### config.mk
export PLATFORM = sky130hd
export DESIGN_NAME = pe_cfg_seq_flat
export DESIGN_NICKNAME = d
export VERILOG_FILES = /design/src/rtl/pe_pkg.sv /design/src/rtl/pe_cfg_seq_if.sv /design/src/rtl/pe_cfg_cnt.sv /design/src/rtl/pe_cfg_seq.sv /design/src/flat_wrapper.sv
export SDC_FILE = /design/constraint.sdc
export NUM_CORES = 1
export LEC_CHECK = 0
export CAP_MARGIN = 0
export CELL_PAD_IN_SITES_DETAIL_PLACEMENT = 1
export CELL_PAD_IN_SITES_GLOBAL_PLACEMENT = 1
export CORE_ASPECT_RATIO = 0.75
export CORE_MARGIN = 1.5
export CORE_UTILIZATION = 35
export CTS_CLUSTER_SIZE = 28
export DETAILED_ROUTE_END_ITERATION = 10
export PLACE_DENSITY_LB_ADDON = 0.1
export SLEW_MARGIN = 20
export SYNTH_ARGS = -nofsm -noshare
export SYNTH_HDL_FRONTEND = slang
export SYNTH_SLANG_ARGS = --single-unit
### constraint.sdc
create_clock -name clk -period 2.72 [get_ports clk]
set_input_delay 0.408 -clock clk [delete_from_list [all_inputs] [get_ports clk]]
set_output_delay 0.408 -clock clk [all_outputs]
set_load 0.1 [all_outputs]
### src/rtl/pe_pkg.sv
// Shared definitions for the PE configuration sequencer: FSM encoding and
// kernel-size helpers used by the sequencer and its weight counter.
package pe_pkg;

    typedef enum logic [1:0] {
        IDLE   = 2'd0,
        LOAD_W = 2'd1,
        CTRL   = 2'd2,
        GUARD  = 2'd3
    } pe_state_t;

    // Number of weights in one load for a square kernel.
    function automatic int k2_of(input int kernel);
        return kernel * kernel;
    endfunction

    function automatic int cnt_width(input int n);
        return (n <= 2) ? 1 : $clog2(n);
    endfunction

endpackage

### src/rtl/pe_cfg_seq_if.sv
// Weight-stream handshake between a weight source (master) and the
// PE configuration sequencer (slave).
interface pe_cfg_seq_if #(
    parameter int M = 4
);
    logic         wq_valid;
    logic [M-1:0] wq_data;
    logic         wq_ready;

    modport master (output wq_valid, output wq_data, input wq_ready);
    modport slave  (input wq_valid, input wq_data, output wq_ready);
endinterface

### src/rtl/pe_cfg_cnt.sv
// Modulo-K2 weight counter with synchronous clear, enable and a last-count
// flag; wraps to zero when enabled at the last count.
module pe_cfg_cnt
    import pe_pkg::*;
#(
    parameter int K2 = 9,
    parameter int W  = cnt_width(K2)
) (
    input  logic clk,
    input  logic rst,
    input  logic clr,
    input  logic en,
    output logic last
);

    logic [W-1:0] count_reg;

    assign last = (count_reg == W'(K2 - 1));

    always_ff @(posedge clk or negedge rst) begin
        if (!rst) begin
            count_reg <= '0;
        end else if (clr) begin
            count_reg <= '0;
        end else if (en) begin
            count_reg <= last ? '0 : count_reg + 1'b1;
        end
    end

endmodule

### src/rtl/pe_cfg_seq.sv
// PE configuration sequencer: streams K2 weights to the PE, then one control
// strobe carrying the bypass setup, then a done pulse. Optional abort via
// macro PE_CFG_ABORT_EN.
module pe_cfg_seq
    import pe_pkg::*;
#(
    parameter int CL_IN  = 4,
    parameter int CL1    = 2,
    parameter int KERNEL = 3,
    parameter int M      = 4
) (
    input  logic             clk,
    input  logic             rst,
    input  logic             start,
    input  logic [CL_IN-1:0] cfg_bp_ch,
    input  logic [CL1-1:0]   cfg_bp_src,
    pe_cfg_seq_if.slave      wq,
    output logic [M-1:0]     w_in,
    output logic             w_conf,
    output logic             cntl_conf,
    output logic [CL_IN-1:0] bp_ch_in,
    output logic [CL1-1:0]   bp_src_in,
    output logic             busy,
    output logic             done
`ifdef PE_CFG_ABORT_EN
    ,
    input  logic             abort,
    output logic             aborted
`endif
);

    localparam int K2 = k2_of(KERNEL);

    pe_state_t        state_reg, state_next;
    logic             ready_next;
    logic             accept;
    logic             capture;
    logic             abort_hit;
    logic             cnt_last;
    logic             cntl_next, done_next;

    logic [M-1:0]     w_in_reg;
    logic             w_conf_reg;
    logic             cntl_conf_reg;
    logic             done_reg;
    logic [CL_IN-1:0] bp_ch_reg;
    logic [CL1-1:0]   bp_src_reg;

    pe_cfg_cnt #(.K2(K2)) u_cnt (
        .clk  (clk),
        .rst  (rst),
        .clr  (capture),
        .en   (accept),
        .last (cnt_last)
    );

    always_ff @(posedge clk or negedge rst) begin
        if (!rst) begin
            state_reg <= IDLE;
        end else begin
            state_reg <= state_next;
        end
    end

    always_comb begin
        state_next = state_reg;
        case (state_reg)
            IDLE:    if (start) state_next = LOAD_W;
            LOAD_W: begin
                if (abort_hit) begin
                    state_next = IDLE;
                end else if (accept && cnt_last) begin
                    state_next = CTRL;
                end
            end
            CTRL:    state_next = GUARD;
            GUARD:   state_next = IDLE;
            default: state_next = IDLE;
        endcase
    end

    // Control and done are registered one cycle behind the state so the
    // final weight strobe and the control strobe can never share a cycle.
    always_comb begin
        capture   = (state_reg == IDLE) && start;
        cntl_next = (state_reg == CTRL);
        done_next = (state_reg == GUARD);
        busy      = (state_reg != IDLE);
`ifdef PE_CFG_ABORT_EN
        abort_hit  = (state_reg == LOAD_W) && abort;
`else
        abort_hit  = 1'b0;
`endif
        ready_next = (state_reg == LOAD_W) && !abort_hit;
        accept     = ready_next && wq.wq_valid;
    end

    assign wq.wq_ready = ready_next;

    always_ff @(posedge clk or negedge rst) begin
        if (!rst) begin
            w_in_reg      <= '0;
            w_conf_reg    <= 1'b0;
            cntl_conf_reg <= 1'b0;
            done_reg      <= 1'b0;
            bp_ch_reg     <= '0;
            bp_src_reg    <= '0;
        end else begin
            w_conf_reg    <= accept;
            cntl_conf_reg <= cntl_next;
            done_reg      <= done_next;
            if (accept) begin
                w_in_reg <= wq.wq_data;
            end
            if (capture) begin
                bp_ch_reg  <= cfg_bp_ch;
                bp_src_reg <= cfg_bp_src;
            end
        end
    end

`ifdef PE_CFG_ABORT_EN
    logic aborted_reg;

    always_ff @(posedge clk or negedge rst) begin
        if (!rst) begin
            aborted_reg <= 1'b0;
        end else begin
            aborted_reg <= abort_hit;
        end
    end

    assign aborted = aborted_reg;
`endif

    assign w_in      = w_in_reg;
    assign w_conf    = w_conf_reg;
    assign cntl_conf = cntl_conf_reg;
    assign done      = done_reg;
    assign bp_ch_in  = bp_ch_reg;
    assign bp_src_in = bp_src_reg;

endmodule

### src/flat_wrapper.sv
// flat-port wrapper written by rule: the top's interface ports become plain ports
module pe_cfg_seq_flat import pe_pkg::*;
#(
    parameter int CL_IN  = 4,
    parameter int CL1    = 2,
    parameter int KERNEL = 3,
    parameter int M      = 4
)
  (clk, rst, start, cfg_bp_ch, cfg_bp_src, w_in, w_conf, cntl_conf, bp_ch_in, bp_src_in, busy, done, wq_wq_valid, wq_wq_data, wq_wq_ready);
  pe_cfg_seq_if #(.M(M)) wq_i ();
  input  logic clk;
  input  logic rst;
  input  logic start;
  input  logic [CL_IN-1:0] cfg_bp_ch;
  input  logic [CL1-1:0] cfg_bp_src;
  output logic [M-1:0] w_in;
  output logic w_conf;
  output logic cntl_conf;
  output logic [CL_IN-1:0] bp_ch_in;
  output logic [CL1-1:0] bp_src_in;
  output logic busy;
  output logic done;
  input wire logic [$bits(wq_i.wq_valid)-1:0] wq_wq_valid;
  input wire logic [$bits(wq_i.wq_data)-1:0] wq_wq_data;
  output wire logic [$bits(wq_i.wq_ready)-1:0] wq_wq_ready;
  assign wq_i.wq_valid = wq_wq_valid;
  assign wq_i.wq_data = wq_wq_data;
  assign wq_wq_ready = wq_i.wq_ready;
  pe_cfg_seq #(.CL_IN(CL_IN), .CL1(CL1), .KERNEL(KERNEL), .M(M)) u_core (.clk(clk), .rst(rst), .start(start), .cfg_bp_ch(cfg_bp_ch), .cfg_bp_src(cfg_bp_src), .wq(wq_i), .w_in(w_in), .w_conf(w_conf), .cntl_conf(cntl_conf), .bp_ch_in(bp_ch_in), .bp_src_in(bp_src_in), .busy(busy), .done(done));
endmodule
; Word level (Yosys, flattened, before mapping)
; Cells that the tools add are included.
[word_totals]
register_bits = 19
out_inout_bits = 15
word_cells = 28
[op_classes]
addsub = 1
eq_ne = 6
n_mux = 6
n_reduce_logical = 7
[op_table]
columns = operator, n
row1 = 4-bit 2-to-1 mux, 3
row2 = 2-bit one-hot mux with 4 select lines, 1
row3 = 4-bit by 1-bit adder with 4-bit output (second input constant), 1
row4 = 2-bit equality test (second input constant), 2
row5 = 4-bit equality test (second input constant), 1
row6 = 2-bit 2-to-1 mux, 2
row7 = 2-bit nonzero test, 2
row8 = 1-bit logical AND, 3
row9 = 2-bit by 1-bit equality test with 1-bit output (second input constant), 1
row10 = 2-bit zero test, 1
row11 = 2-bit by 1-bit != test with 1-bit output (second input constant), 1
row12 = 2-bit != test (second input constant), 1
row13 = 2-bit AND reduction, 1

; Logic depth before layout (Yosys ltp)
; Gate-level depths: netlist of the first run.
[logic_depth]
depth_word = 5
ltp_mapped = 5
depth_no_buf = 5

; Modules after synthesis
; A second synthesis of the first run with hierarchy kept.
[hier_totals]
cells_unflattened = 67
hier_area_um2 = 862.1
[by_module_without_submodules]
columns = mod, instances, cells_per_inst, area_per_inst_um2, seq_area_each_um2
row1 = pe_cfg_seq, 1, 42, 626.9, 375.4
row2 = pe_cfg_cnt, 1, 25, 235.2, 100.1

; Worst setup path before layout of the first run
; OpenSTA, ideal clock, no wires.
[synth_path]
kind = reg-to-reg
from = register u_core.state_reg[1]
to = register u_core.u_cnt.count_reg[3]
setup_time_ns = 0.082
t_arrival_ns = 2.072
t_required_ns = 2.638
path_slack_ns = 0.566
stages_incl_launch_ff = 6
path_buffers = 0
path_cell_list = dfrtp_1 -> inv_1 -> ha_1 -> nand2_4 -> or3_1 -> a31oi_1
[synth_via]
elab_chain_cells = 3
elab_cells_between_ends = 6
classes_between = 1 x eq/ne / 1 x mux / 4 x reduce/logical
[synth_rtl]
columns = element, line
row1 = from (decl), pe_cfg_seq.sv:34  ; pe_state_t state_reg, state_next;
row2 = from (signal assigned), pe_cfg_seq.sv:61  ; state_reg <= state_next;
row3 = 2-bit by 1-bit equality test with 1-bit output, pe_cfg_seq.sv:94  ; ready_next = (state_reg == LOAD_W) && !abort_hit;
row4 = via wq_wq_ready, flat_wrapper.sv:25  ; output wire logic [$bits(wq_i.wq_ready)-1:0] wq_wq_ready;
row5 = 1-bit logical AND, pe_cfg_seq.sv:95  ; accept = ready_next && wq.wq_valid;
row6 = 2-bit nonzero test (no source line), --
row7 = to (signal assigned), pe_cfg_cnt.sv:26  ; count_reg <= last ? '0 : count_reg + 1'b1;
row8 = to (decl), pe_cfg_cnt.sv:16  ; logic [W-1:0] count_reg;
; The timed path passes the listed nets, and every way through them passes these cells.
; A chain may end at the register's enable or synchronous reset.

; Final worst setup path of the first run
[layout_path]
from = register u_core.state_reg[1]
to = output port wq_wq_ready
[layout_via]
elab_chain_cells = 1
[layout_rtl]
columns = element, line
row1 = 2-bit by 1-bit equality test with 1-bit output, pe_cfg_seq.sv:94
row2 = to (decl), flat_wrapper.sv:25
; Every way passes these cells.

==> qor.yml, run 1 <==
status: "finished clean"
vias_per_cell: 4.55
worstHoldPathType: "reg2reg"
drv_cap: 0
crit_required_ns: 2.31
chipHeight_microns: 45.8
synth_seq_cells: 19
antenna_found_initial: 0
drt_iter0_markers: 13
ys_top_cells_by_area: "dfrtp_1 (56%), mux2_2 (14%), ha_1 (10%), inv_1 (2.6%), mux2i_1 (2.3%)"
cts_sinks: 19
synth_seq_area_share_pct: 55.6
synth.largest_area_cell: "dfrtp_1"
finalMaxSlewViolations: 0
antenna_left: 0
rows: 15
synthesis.area_sq_um: 855
drt-wirelength-per-cell_microns: 12.2
routed_wl_mm: 1.61
grt_pass1_vias: 614
n_antenna_cell: 0
arrival_ns: 1.54
dr.pass1.iters: 4
max_freq_ghz: 0.513
whs_ns: 0.521
gp_congestion: 0.762
dieArea_sq_um: 2750
clockBufferDepth: 2
multiInputGateArea_sq_um: 352
finalCriticalPeriod_ns: 1.95
reg2reg_to: "u_core.bp_src_in[0]$_DFFE_PN0P_"
cp_max_fo: 6
min_to: "u_core.w_in[3]$_DFFE_PN0P_"
root_buffer: "clkbuf_4"
period_share_pct: 71.7
criticalPathCategory: "reg2out"
grt_pass1_wl_mm: 2.83
core_area_sq_um: 2310
min_path_cells: 1
htreeDepth: 1
dp_hpwl_mm: 1.25
initial_core_util_pct: 37.0
grt_use_total_pct: 14.6
cts_buffers: 3
syn_nets: 88
hold_viol: 0
syn_inst: 67
ios: 29
tns_ns: 0
setup_violations: 0
drc: 0
regArea_sq_um: 475
syn_area_per_cell_sq_um: 12.8
fp.dieW_microns: 60.1
tightest_slew_ns: 0.831
netlist-cell-type-count: 18
end_kind: "primary output"
cts_resized: 0
netlist.area_leader.share_pct: 55.6
r2r_start: "u_core.state_reg[0]$_DFFE_PN0P_"
slew-limit-headroom_pct: 44.4
skew_ns: 0.00731
fin_nets: 120
grt_max_degree: 20
drive_above_1_share_pct: 31.6
vias: 600
cts.clk_slew.worst_paths_ns: 0.12
cts_setup_buffers: 0
area_growth_syn_to_layout_pct: 36.3
rr_worst_depth: 4
overflow: 0
cts_hold_buf: 0
clock_latency_ns: 0.31
fillCellCount: 263
hold_path.startpoint: "u_core.w_in[3]$_DFFE_PN0P_"
yosysWarningCount: 0
reg2reg_slack_ns: 1.09
rsz0062_at_grt: "false"
cts_tree: "built"
start_kind: "flop"
port_buffers: 28
synth_stat cells:
master and count:
dfrtp_1 19, mux2_2 11, ha_1 7, inv_1 6
nand2_1 4, nand3_1 4, a21oi_1 3, mux2i_1 2
nor2_1 2, a2bb2oi_1 1, a31oi_1 1, and2_1 1
buf_2 1, nand2_4 1, nand2b_1 1, nand4b_1 1
o2111ai_1 1, or3_1 1
worst max path at each step:
stage / cells past startpoint / start / slack, ns / to
floorplan: 5 / u_core.state_reg[1]$_DFFE_PN0P_ / 0.57 / u_core.u_cnt.count_reg[3]$_DFFE_PN0P_
global placement: 4 / wq_wq_valid / 0.88 / u_core.state_reg[1]$_DFFE_PN0P_
detailed placement: 4 / wq_wq_valid / 0.82 / u_core.state_reg[1]$_DFFE_PN0P_
CTS: 3 / u_core.state_reg[1]$_DFFE_PN0P_ / 0.75 / wq_wq_ready
global route: 3 / u_core.state_reg[1]$_DFFE_PN0P_ / 0.67 / wq_wq_ready
finish: 3 / u_core.state_reg[1]$_DFFE_PN0P_ / 0.77 / wq_wq_ready
cell usage in the layout, fill, tap and decap left out:
cell type        count
mux2_2              11
clkinvlp_4           1
nand3_1              4
nand2_4              1
or3_1                1
a31oi_1              1
nand4b_1             1
ha_1                 7
o2111ai_1            1
nand2b_1             1
clkbuf_4             3
a2bb2oi_1            1
mux2i_1              2
inv_1                6
a21oi_1              3
nand2_1              4
dfrtp_1             19
nor2_1               2
and2_1               1
buf_4               15
clkdlybuf4s50_1     13
cell families after synthesis:
logic type               after synthesis  synth area share, %
AND/OR/NAND/NOR                       15                 9.52
flip-flops                            19                 55.6
buffers and inverters                  7                 3.22
AO/OA/AOI/OAI                          6                 4.54
multiplexers                          13                 16.8
adder cells (fa/ha/maj)                7                 10.2
per-stage QoR:
stage | area [sq um] | util [%] | worst slack (ns) | cells
finish | 1160 | 50.5 | 0.770 | 132
global route | 1160 | 50.5 | 0.668 | 132
CTS | 1160 | 50.5 | 0.750 | 132
detailed placement | 1130 | 49.2 | 0.816 | 128
global placement | 1130 | 49.2 | 0.878 | 128
floorplan | 855 | - | 0.566 | 67
metal layers:
metal,vias up,part of all wire [%],global-route usage (%)
li1,291,-,-
met1,291,46,18.8
met2,18,49,22.6
met3,0,5.5,6.53
met4,0,0,4.00
met5,-,0,0
cell type report:
cell class,count,share of cell area [%]
timing repair buffer,28,20.8
clock buffer,3,1.93
sequential,19,40.8
clock inverter,1,0.644
tap,34,3.65
inverter,6,1.93
multi-input combinational,41,30.2
worst max-delay path, cell delays in order, from the launching register on:
cell	delay (ns)
dfrtp_1	0.43
inv_1	0.12
ha_1	0.33
buf_4	0.35
Power of run 1 is left out: the tool's default activity adds up to more than one toggle a clock period on the data nets, which glitch-free logic cannot reach.
==> run 2: changes to the inputs <==
Settings changed: CORE_UTILIZATION 35 to 30.
Clock period 2.72 ns to 1.6 ns, I/O delays scaled along.
==> run 2 against run 1 <==
Design area up 24%. Count of clock-buffer cells in the layout unchanged. Die area up 16%. Utilization up 3.8 points. Critical path depth up 2. Final cell count up 6.1%. Sequential share of layout area down 7.9 points. Global-route usage down 0.76 points. Critical endpoint is now u_core.state_reg[1]$_DFFE_PN0P_.
==> qor.yml, run 2 (synthesis gave the netlist of run 1 again) <==
post-route-cell-area_sq_um: 1450  # +24%
start_kind: "flop"
cts_buffers: 3  # unchanged
drt-wirelength-per-cell_microns: 13.8  # +13%
end_kind: "flop"
slew-limit-headroom_pct: 83.3  # +39 points
routed_wl_mm: 1.93  # +20%
chipHeight_microns: 49.2  # +7.5%
skew_ns: 0.00371  # -0.00359 ns
max_freq_ghz: 0.636
grt_pass1_wl_mm: 3.30  # +17%
n_antenna_cell: 0  # unchanged
vias: 629  # +4.8%
drive_above_1_share_pct: 42.3  # +11 points
post-place-ws_ns: 0.0134  # -0.802 ns
clockBufferDepth: 2  # unchanged
dr.pass1.iters: 5  # +1
setup_violations: 0  # unchanged
arrival_ns: 1.72  # +0.18 ns
finalMaxSlewViolations: 0  # unchanged
rows: 16  # +1
ios: 29  # unchanged
cts_tree: "built"
root_buffer: "clkbuf_8"
crit_required_ns: 1.74  # -0.57 ns
grt_pass1_vias: 699  # +14%
clock_latency_ns: 0.25  # -0.06 ns
antenna_left: 0  # unchanged
period_share_pct: 98.3
layout_common_cells: "dfrtp_1 (19), buf_12 (16), clkdlybuf4s50_1 (13)"
cts.clk_slew.worst_paths_ns: 0.07  # -0.05 ns
rsz0062_at_grt: "false"
area_growth_syn_to_layout_pct: 69.1
dieArea_sq_um: 3180  # +16%
status: "finished clean"
vias_per_cell: 4.49  # -1.2%
setup_ws_ns: 0.0270  # -0.743 ns
worstHoldPathType: "in2async"
placed_cell_area_sq_um: 1380  # +22%
drc: 0  # unchanged
core_area_sq_um: 2660  # +15%
grt_max_degree: 20  # unchanged
drt_iter0_markers: 12  # -1
cts_sinks: 19  # unchanged
finalCriticalPeriod_ns: 1.57
layout_commonest_cell: "dfrtp_1"
htreeDepth: 1  # unchanged
fin_nets: 126  # +5.0%
drv_cap: 0  # unchanged
criticalPathCategory: "reg2reg"
tightest_slew_ns: 0.251  # -0.580 ns
hold_viol: 0  # unchanged
initial_core_util_pct: 32.1  # -4.9 points
cp_max_fo: 4  # -2
grt_use_total_pct: 13.9  # -0.76 points
port_buffers: 28  # unchanged
dp_hpwl_mm: 1.54  # +23%
gp_congestion: 0.793  # +3.9%
fp.dieW_microns: 64.6  # +7.6%
antenna_found_initial: 0  # unchanged
overflow: 0  # unchanged
## run 2: area by class of cell
class / instances / area [sq um]
fillers: 279 / 1220
flip-flops and latches: 19 / 475
well taps: 36 / 45.0
multi-input cells: 41 / 364
clock inverters: 1 / 5.00
repair buffers: 34 / 488
inverters: 6 / 26.3
clock buffers: 3 / 41.3
## run 2: metal layers
| metal | vias up | routed length, microns | track usage, % |
|---|---|---|---|
| met3 | 2 | 140 | 6.24 |
| li1 | 301 | - | - |
| met4 | 0 | 4 | 3.19 |
| met2 | 17 | 968 | 22.9 |
| met5 | - | 0 | 0 |
| met1 | 309 | 818 | 16.6 |
## run 2: timing repair
item,CTS,global route
setup buffers,0,2
resized for setup,0,1
hold buffers,0,0
setup endpoints to repair,0,9
## run 2: worst max-delay path, stage by stage, from the launching register on
cell	delay, ns
dfrtp_1	0.42
inv_1	0.10
ha_1	0.25
nand4b_1	0.14
a2bb2oi_2	0.20
mux2_2	0.35
## run 2: final timing paths
check                                                           start                               endpoint  slack [ns]  cells after the start
worst max-delay path            u_core.u_cnt.count_reg[0]$_DFFE_PN0P_        u_core.state_reg[1]$_DFFE_PN0P_        0.03                      5
max in group asynchronous                                         rst  u_core.u_cnt.count_reg[0]$_DFFE_PN0P_        1.07                      2
worst min-delay path                                              rst        u_core.state_reg[1]$_DFFE_PN0P_        0.33                      2
min in group clk                      u_core.state_reg[1]$_DFFE_PN0P_        u_core.state_reg[1]$_DFFE_PN0P_        0.57                      1
worst max register to register  u_core.u_cnt.count_reg[0]$_DFFE_PN0P_        u_core.state_reg[1]$_DFFE_PN0P_        0.03                      5
worst min register to register        u_core.state_reg[1]$_DFFE_PN0P_        u_core.state_reg[1]$_DFFE_PN0P_        0.57                      1
## run 2: metrics by stage
step / utilization (%) / hold WS (ns) / setup TNS (ns) / std cells
detailed placement: 51.9 / 0.564 / 0 / 134
global route: 54.3 / 0.347 / 0 / 140
floorplan: - / -0.0556 / -0.450 / 67
CTS: 53.7 / 0.342 / 0 / 138
global placement: 51.9 / 0.554 / 0 / 134
finish: 54.3 / 0.328 / 0 / 140
Power of run 2 is left out for the same reason.
==> run 3: changes to the inputs <==
Settings changed: ABC_CLOCK_PERIOD_IN_PS set to 1600, SKIP_LAST_GASP set to 1.
==> results of run 3 <==
The final DEF is identical to that of run 2; final timing and power are the same.
Power of run 3 is left out for the same reason.
